===== config.mk =====
export PLATFORM = sky130hd
export DESIGN_NAME = sram_port_arbiter_flat
export DESIGN_NICKNAME = d
export VERILOG_FILES = /design/src/rtl/sram_port_arbiter_pkg.sv /design/src/rtl/sram_port_arbiter_if.sv /design/src/rtl/sram_port_arbiter_pick.sv /design/src/rtl/sram_port_arbiter.sv /design/src/flat_wrapper.sv
export SDC_FILE = /design/constraint.sdc
export NUM_CORES = 1
export LEC_CHECK = 0
export CAP_MARGIN = 20
export CORE_MARGIN = 2
export CORE_UTILIZATION = 42
export CTS_BUF_LIST = sky130_fd_sc_hd__clkbuf_8
export CTS_CLUSTER_SIZE = 24
export DETAILED_ROUTE_END_ITERATION = 6
export PLACE_DENSITY = 0.81
export SLEW_MARGIN = 20
export SYNTH_ARGS = -nofsm -noshare
export SYNTH_HDL_FRONTEND = slang
export SYNTH_SLANG_ARGS = --single-unit

===== constraint.sdc =====
create_clock -name clk -period 2 [get_ports clk]
set_clock_uncertainty 0.05 [all_clocks]
set_input_delay 0.2 -clock clk [delete_from_list [all_inputs] [get_ports clk]]
set_output_delay 0.2 -clock clk [all_outputs]
set_load 0.05 [all_outputs]

===== src/rtl/sram_port_arbiter_pkg.sv =====
// Shared types for the unified-SRAM port arbiter: FSM state, port owner,
// counter widths and the saturating run-counter helper.
package sram_port_arbiter_pkg;

    localparam int CNT_W = 3;   // holds SRAM_LAT-1 for SRAM_LAT up to 7
    localparam int RUN_W = 4;   // holds MAX_DATA_RUN up to 15

    typedef enum logic [1:0] {
        ARB_IDLE = 2'd0,
        ARB_ACC  = 2'd1,
        ARB_WAIT = 2'd2,
        ARB_RESP = 2'd3
    } arb_state_e;

    typedef enum logic {
        OWN_INST = 1'b0,
        OWN_DATA = 1'b1
    } owner_e;

    function automatic logic [RUN_W-1:0] run_inc_sat(input logic [RUN_W-1:0] run,
                                                     input logic [RUN_W-1:0] max_run);
        return (run >= max_run) ? max_run : run + RUN_W'(1);
    endfunction

endpackage


===== src/rtl/sram_port_arbiter_if.sv =====
// Bundle of the fetch port, data port, SRAM port and stall requests around
// the arbiter; slave is the arbiter side, master is the surrounding pipeline/SRAM.
interface sram_port_arbiter_if #(
    parameter int ADDR_W = 32,
    parameter int DATA_W = 32
);
    localparam int BE_W = DATA_W / 8;

    // Handshake: *_req is a level held with stable fields until the matching
    // *_ack pulses for one cycle; fields are sampled only when the request is
    // granted, and a request still high after its ack is a new request.
    logic              inst_req;
    logic [ADDR_W-1:0] inst_addr;
    logic              inst_ack;
    logic [DATA_W-1:0] inst_rdata;

    logic              data_req;
    logic [BE_W-1:0]   data_wen;
    logic [ADDR_W-1:0] data_addr;
    logic [DATA_W-1:0] data_wdata;
    logic              data_ack;
    logic [DATA_W-1:0] data_rdata;

    logic              sram_en;
    logic [BE_W-1:0]   sram_wen;
    logic [ADDR_W-1:0] sram_addr;
    logic [DATA_W-1:0] sram_wdata;
    logic [DATA_W-1:0] sram_rdata;

    logic              stallreq_if;
    logic              stallreq_mem;

    modport slave (
        input  inst_req, inst_addr,
        input  data_req, data_wen, data_addr, data_wdata,
        input  sram_rdata,
        output inst_ack, inst_rdata,
        output data_ack, data_rdata,
        output sram_en, sram_wen, sram_addr, sram_wdata,
        output stallreq_if, stallreq_mem
    );

    modport master (
        output inst_req, inst_addr,
        output data_req, data_wen, data_addr, data_wdata,
        output sram_rdata,
        input  inst_ack, inst_rdata,
        input  data_ack, data_rdata,
        input  sram_en, sram_wen, sram_addr, sram_wdata,
        input  stallreq_if, stallreq_mem
    );

endinterface


===== src/rtl/sram_port_arbiter_pick.sv =====
// Combinational port priority: data first, except that a pending fetch wins
// once MAX_DATA_RUN data grants have gone by; also yields the next run count.
module sram_arb_pick
    import sram_port_arbiter_pkg::*;
#(
    parameter int MAX_DATA_RUN = 4
) (
    input  logic             inst_req,
    input  logic             data_req,
    input  logic [RUN_W-1:0] data_run,
    output logic             grant_inst,
    output logic             grant_data,
    output logic [RUN_W-1:0] data_run_next
);

    localparam logic [RUN_W-1:0] RUN_MAX = RUN_W'(MAX_DATA_RUN);

    logic run_full;

    always_comb begin
        run_full      = (data_run >= RUN_MAX);
        grant_inst    = inst_req && (!data_req || run_full);
        grant_data    = data_req && !grant_inst;
        data_run_next = data_run;
        // The run only counts data grants that actually made a fetch wait.
        if (!inst_req || grant_inst) begin
            data_run_next = '0;
        end else if (grant_data) begin
            data_run_next = run_inc_sat(data_run, RUN_MAX);
        end
    end

endmodule


===== src/rtl/sram_port_arbiter.sv =====
// Shares one fixed-latency single-port SRAM between instruction fetch and data
// access: arbitrate, enable for one cycle, wait out the latency, ack with data.
module sram_port_arbiter
    import sram_port_arbiter_pkg::*;
#(
    parameter int ADDR_W       = 32,
    parameter int DATA_W       = 32,
    parameter int SRAM_LAT     = 1,
    parameter int MAX_DATA_RUN = 4
) (
    input  logic              clk,
    input  logic              rst,
    sram_port_arbiter_if.slave bus,
    output arb_state_e        dbg_state,
    output logic [RUN_W-1:0]  dbg_data_run
);

    localparam int BE_W = DATA_W / 8;

    arb_state_e        state_q, state_d;
    owner_e            owner_q, owner_d;
    logic [BE_W-1:0]   wen_q, wen_d;
    logic [ADDR_W-1:0] addr_q, addr_d;
    logic [DATA_W-1:0] wdata_q, wdata_d;
    logic [CNT_W-1:0]  cnt_q, cnt_d;
    logic [DATA_W-1:0] cap_q, cap_d;
    logic [RUN_W-1:0]  data_run_q, data_run_d;

    logic              grant_inst;
    logic              grant_data;
    logic [RUN_W-1:0]  data_run_next;

    sram_arb_pick #(
        .MAX_DATA_RUN(MAX_DATA_RUN)
    ) u_pick (
        .inst_req      (bus.inst_req),
        .data_req      (bus.data_req),
        .data_run      (data_run_q),
        .grant_inst    (grant_inst),
        .grant_data    (grant_data),
        .data_run_next (data_run_next)
    );

    always_ff @(posedge clk or negedge rst) begin
        if (!rst) begin
            state_q    <= ARB_IDLE;
            owner_q    <= OWN_INST;
            wen_q      <= '0;
            addr_q     <= '0;
            wdata_q    <= '0;
            cnt_q      <= '0;
            cap_q      <= '0;
            data_run_q <= '0;
        end else begin
            state_q    <= state_d;
            owner_q    <= owner_d;
            wen_q      <= wen_d;
            addr_q     <= addr_d;
            wdata_q    <= wdata_d;
            cnt_q      <= cnt_d;
            cap_q      <= cap_d;
            data_run_q <= data_run_d;
        end
    end

    always_comb begin
        state_d    = state_q;
        owner_d    = owner_q;
        wen_d      = wen_q;
        addr_d     = addr_q;
        wdata_d    = wdata_q;
        cnt_d      = cnt_q;
        cap_d      = cap_q;
        data_run_d = bus.inst_req ? data_run_q : '0;
        unique case (state_q)
            ARB_IDLE, ARB_RESP: begin
                if (grant_data) begin
                    state_d    = ARB_ACC;
                    owner_d    = OWN_DATA;
                    wen_d      = bus.data_wen;
                    addr_d     = bus.data_addr;
                    wdata_d    = bus.data_wdata;
                    data_run_d = data_run_next;
                end else if (grant_inst) begin
                    state_d    = ARB_ACC;
                    owner_d    = OWN_INST;
                    wen_d      = '0;
                    addr_d     = bus.inst_addr;
                    wdata_d    = '0;
                    data_run_d = data_run_next;
                end else begin
                    state_d = ARB_IDLE;
                end
            end
            // WAIT always spans SRAM_LAT cycles, so the capture edge closes the
            // first cycle in which sram_rdata is valid.
            ARB_ACC: begin
                cnt_d   = CNT_W'(SRAM_LAT - 1);
                state_d = ARB_WAIT;
            end
            ARB_WAIT: begin
                if (cnt_q == '0) begin
                    cap_d   = bus.sram_rdata;
                    state_d = ARB_RESP;
                end else begin
                    cnt_d = cnt_q - CNT_W'(1);
                end
            end
            default: state_d = ARB_IDLE;
        endcase
    end

    logic in_acc;
    logic inst_ack;
    logic data_ack;

    always_comb begin
        in_acc           = (state_q == ARB_ACC);
        inst_ack         = (state_q == ARB_RESP) && (owner_q == OWN_INST);
        data_ack         = (state_q == ARB_RESP) && (owner_q == OWN_DATA);
        bus.sram_en      = in_acc;
        bus.sram_wen     = in_acc ? wen_q   : '0;
        bus.sram_addr    = in_acc ? addr_q  : '0;
        bus.sram_wdata   = in_acc ? wdata_q : '0;
        bus.inst_ack     = inst_ack;
        bus.data_ack     = data_ack;
        bus.inst_rdata   = inst_ack ? cap_q : '0;
        bus.data_rdata   = data_ack ? cap_q : '0;
        bus.stallreq_if  = bus.inst_req && !inst_ack;
        bus.stallreq_mem = bus.data_req && !data_ack;
        dbg_state        = state_q;
        dbg_data_run     = data_run_q;
    end

endmodule


===== src/flat_wrapper.sv =====
// flat-port wrapper written by rule: the top's interface ports become plain ports
module sram_port_arbiter_flat import sram_port_arbiter_pkg::*;
#(
    parameter int ADDR_W       = 32,
    parameter int DATA_W       = 32,
    parameter int SRAM_LAT     = 1,
    parameter int MAX_DATA_RUN = 4
)
  (clk, rst, dbg_state, dbg_data_run, bus_inst_req, bus_inst_addr, bus_data_req, bus_data_wen, bus_data_addr, bus_data_wdata, bus_sram_rdata, bus_inst_ack, bus_inst_rdata, bus_data_ack, bus_data_rdata, bus_sram_en, bus_sram_wen, bus_sram_addr, bus_sram_wdata, bus_stallreq_if, bus_stallreq_mem);
  sram_port_arbiter_if #(.ADDR_W(ADDR_W), .DATA_W(DATA_W)) bus_i ();
  input  logic clk;
  input  logic rst;
  output arb_state_e dbg_state;
  output logic [RUN_W-1:0] dbg_data_run;
  input wire logic [$bits(bus_i.inst_req)-1:0] bus_inst_req;
  input wire logic [$bits(bus_i.inst_addr)-1:0] bus_inst_addr;
  input wire logic [$bits(bus_i.data_req)-1:0] bus_data_req;
  input wire logic [$bits(bus_i.data_wen)-1:0] bus_data_wen;
  input wire logic [$bits(bus_i.data_addr)-1:0] bus_data_addr;
  input wire logic [$bits(bus_i.data_wdata)-1:0] bus_data_wdata;
  input wire logic [$bits(bus_i.sram_rdata)-1:0] bus_sram_rdata;
  output wire logic [$bits(bus_i.inst_ack)-1:0] bus_inst_ack;
  output wire logic [$bits(bus_i.inst_rdata)-1:0] bus_inst_rdata;
  output wire logic [$bits(bus_i.data_ack)-1:0] bus_data_ack;
  output wire logic [$bits(bus_i.data_rdata)-1:0] bus_data_rdata;
  output wire logic [$bits(bus_i.sram_en)-1:0] bus_sram_en;
  output wire logic [$bits(bus_i.sram_wen)-1:0] bus_sram_wen;
  output wire logic [$bits(bus_i.sram_addr)-1:0] bus_sram_addr;
  output wire logic [$bits(bus_i.sram_wdata)-1:0] bus_sram_wdata;
  output wire logic [$bits(bus_i.stallreq_if)-1:0] bus_stallreq_if;
  output wire logic [$bits(bus_i.stallreq_mem)-1:0] bus_stallreq_mem;
  assign bus_i.inst_req = bus_inst_req;
  assign bus_i.inst_addr = bus_inst_addr;
  assign bus_i.data_req = bus_data_req;
  assign bus_i.data_wen = bus_data_wen;
  assign bus_i.data_addr = bus_data_addr;
  assign bus_i.data_wdata = bus_data_wdata;
  assign bus_i.sram_rdata = bus_sram_rdata;
  assign bus_inst_ack = bus_i.inst_ack;
  assign bus_inst_rdata = bus_i.inst_rdata;
  assign bus_data_ack = bus_i.data_ack;
  assign bus_data_rdata = bus_i.data_rdata;
  assign bus_sram_en = bus_i.sram_en;
  assign bus_sram_wen = bus_i.sram_wen;
  assign bus_sram_addr = bus_i.sram_addr;
  assign bus_sram_wdata = bus_i.sram_wdata;
  assign bus_stallreq_if = bus_i.stallreq_if;
  assign bus_stallreq_mem = bus_i.stallreq_mem;
  sram_port_arbiter #(.ADDR_W(ADDR_W), .DATA_W(DATA_W), .SRAM_LAT(SRAM_LAT), .MAX_DATA_RUN(MAX_DATA_RUN)) u_core (.clk(clk), .rst(rst), .bus(bus_i), .dbg_state(dbg_state), .dbg_data_run(dbg_data_run));
endmodule

==> results.sh <==
export IMPL_dp_cells=960
export IMPL_worst_pin_slew_ps=560
export IMPL_antenna_violating_nets_post_route=0
export IMPL_holdWs_ps=271
export IMPL_worstPathArrival_ps=1710
export IMPL_synthArstFlopShare_pct=100
export IMPL_fin_tns_setup_ps=0
export IMPL_yosysTopAreaCell="dfrtp_1"
export IMPL_min_period_ps=1960
export IMPL_ys_seq_area_share_pct=48.0
export IMPL_ys_types=38
export IMPL_synth_seq_cells=110
export IMPL_via_per_inst=5.39
export IMPL_port_buffers=278
export IMPL_die_area_um2=14600
export IMPL_vdd_drop_max_v=0.000971
export IMPL_drive_above_1_share_pct=33.2
export IMPL_cts_tree="built"
export IMPL_routed_wirelength_um=19600
export IMPL_start_kind="register"
export IMPL_wl_per_cell_um=20.0
export IMPL_area_growth_pct=82.0
export IMPL_r2r_start="u_core.dbg_state[0]$_DFFE_PN0P_"
export IMPL_syn_nets=679
export IMPL_p_leak_nw=4.60
export IMPL_fin_cells=980
export IMPL_dp_hpwl_um=14700
export IMPL_reg2reg_depth=5
export IMPL_clk_latency_ps=360
export IMPL_timing_slew_headroom_pct=62.5
export IMPL_reg2reg_slack_ps=100
export IMPL_worst_path_max_fanout=19
export IMPL_min_period_over_period_pct=97.8
export IMPL_finalPower_mw=16.8
export IMPL_cap_viol_max_count=0
export IMPL_cp_cell_sequence="ha_4, nor2b_4, buf_12, and2_1, buf_12"
export IMPL_r2r_end="u_core.cap_q[20]$_DFFE_PN0P_"
export IMPL_cts_clk_slew_worst_paths_ps=110
export IMPL_slew_viol_final=0
export IMPL_pin_count=279
export IMPL_num_rows=42
export IMPL_die_h_um=121
export IMPL_synthCells=537
export IMPL_status="completed"
export IMPL_synth_top_area_share_pct=48.0
export IMPL_end_kind="output port"
export IMPL_synth_area_um2=5730
export IMPL_pre_cts_ws_ps=139
export IMPL_final_hold_violation_count=0
export IMPL_core_um2=13300
export IMPL_nNetsFinal=941
export IMPL_crit_type="register to output port"
export IMPL_cts_buffers=9
export IMPL_grt_max_degree=66
export IMPL_drc=0
export IMPL_finalSetupViolations=0
export IMPL_vias=5283
export IMPL_synth_flop_cell="dfrtp_1"
export IMPL_overflow=0
export IMPL_clockBufferDepth=2
export IMPL_dr_pass1_iters=4
export IMPL_root_buffer="clkbuf_8"
export IMPL_die_w_um=121
export IMPL_slowest_delay_ps=430
export IMPL_cp_slowest_cell="dfrtp_2"
export IMPL_ys_warn_count=0
export IMPL_ys_top_cells_by_area="dfrtp_1 (48%), and2_1 (11%), o211ai_2 (6.5%)"
export IMPL_h_tree_depth=3
export IMPL_setup_ws_ps=45.0
export IMPL_antenna_found_initial=0
export IMPL_start_util_pct=43.1
export IMPL_max_freq_mhz=512
export IMPL_grt_pass1_wl_um=30800
export IMPL_cts_sinks=110
export IMPL_critPathLaunch="u_core.dbg_state[1]$_DFFE_PN0P_"
export IMPL_hold_path_class="primary input to async pin"
export IMPL_place_congestion=0.809
export IMPL_required_ps=1750
export IMPL_syn_avg_cell_area_um2=10.7
export IMPL_dr_first_iter_drc_count=373
export IMPL_grt_usage_pct=26.9
export IMPL_grt_pass1_vias=5706
export IMPL_synth_edf_count=0
export IMPL_num_fill_cells=781
export IMPL_diodes=0
export IMPL_power_density_nw_per_um2=1610
export IMPL_crit_top_cell="buf_12"
export IMPL_rsz0062_at_grt="true"
-- critical path: cells and delay by family, from the launching register on --
kind / cells / cell delay, ps
adders and majority gates: 1 / 160
buffers and inverters: 2 / 330
DFF: 1 / 430
and+or+nand+nor: 2 / 420
-- cells by family after synthesis --
kind of cell | Yosys count | share of synthesized area (%)
buffers and inverters | 57 | 5.37
muxes | 34 | 6.64
AOI/OAI and AO/OA | 81 | 14.1
DFF | 110 | 48.0
adders and majority gates | 6 | 1.31
and+or+nand+nor | 249 | 24.6
-- repair_timing --
| item | CTS | global route |
|---|---|---|
| setup buffers | 1 | 0 |
| hold endpoints to repair | 32 | 0 |
| pin swaps | 0 | 0 |
| gates resized for setup | 12 | 22 |
| hold buffers | 1 | 0 |
| endpoints found under the setup margin | 35 | 106 |
| gates cloned | 1 | 1 |
-- cells in the mapped netlist, drive strengths merged, types with 2 or more instances --
master and n:
nand4 32, mux2i 2, ha 6, o211ai 32
nand3b 2, mux2 32, dfrtp 110, clkbuf 20
o21ai 4, and3 34, and2 103, inv 7
a22o 36, nor2b 3, nand2 69, buf 30
a21boi 3, nand3 2
-- worst max path at each step --
stage                                    to  slack, ps
2_1_floorplan            bus_inst_rdata[10]          4
4_1_cts                  bus_inst_rdata[19]         -4
3_5_place_dp   u_core.cap_q[20]$_DFFE_PN0P_        140
5_1_grt                  bus_inst_rdata[21]        -30
3_3_place_gp   u_core.cap_q[12]$_DFFE_PN0P_        230
6_report                 bus_inst_rdata[21]         40
-- metal layers --
| metal | GRT usage, % | vias to the layer above | share of wire (%) |
|---|---|---|---|
| li1 | - | 2392 | - |
| met1 | 31.4 | 2637 | 38 |
| met2 | 48.2 | 218 | 53 |
| met3 | 6.18 | 36 | 6.9 |
| met4 | 9.16 | 0 | 2.5 |
| met5 | 0 | - | 0 |
-- power breakdown --
part           leakage [nW]  switching (mW)  internal, mW
logic                  3.15            6.28          5.15
registers              1.35           0.672          3.27
clock network         0.100           0.780         0.623
total                  4.60            7.73          9.04
-- area by class of cell --
class	count	area, µm²	area share [%]
Clock inverter	6	70.1	0.672
Sequential cell	110	2760	26.4
Clock buffer	10	138	1.32
Timing Repair Buffer	300	4410	42.3
Inverter	7	26.3	0.252
Multi-Input combinational cell	371	2810	27.0
Tap cell	176	220	2.11
-- layout by cell type, fill, tap and decap left out, drive strengths merged, types with 2 or more instances in the layout --
cell / count
clkinvlp: 2
and2: 103
clkinv: 2
nand2: 69
o21ai: 4
mux2: 32
inv: 8
and3: 34
mux2i: 2
nand3: 2
clkbuf: 10
buf: 161
ha: 6
nor2b: 3
nand3b: 3
a21boi: 3
a22o: 36
clkdlybuf4s50: 137
o211ai: 32
nand4: 32
dfrtp: 110
-- state kept, by name, summed over array words and instances (netlist names) --
| name | cells |
|---|---|
| u_core.dbg_data_run | 4 |
| u_core.wen_q | 4 |
| u_core.wdata_q | 32 |
| u_core.addr_q | 32 |
| u_core.dbg_state | 2 |
| u_core.cnt_q | 3 |
| u_core.owner_q | 1 |
| u_core.cap_q | 32 |
-- stage by stage --
step | instance area (µm²) | util [%]
4_1_cts | 10300 | 77.8
5_1_grt | 10400 | 78.5
6_report | 10400 | 78.5
2_1_floorplan | 5790 | -
3_3_place_gp | 10100 | 75.9
3_5_place_dp | 10100 | 75.9
(Power assumes the default switching activity.)
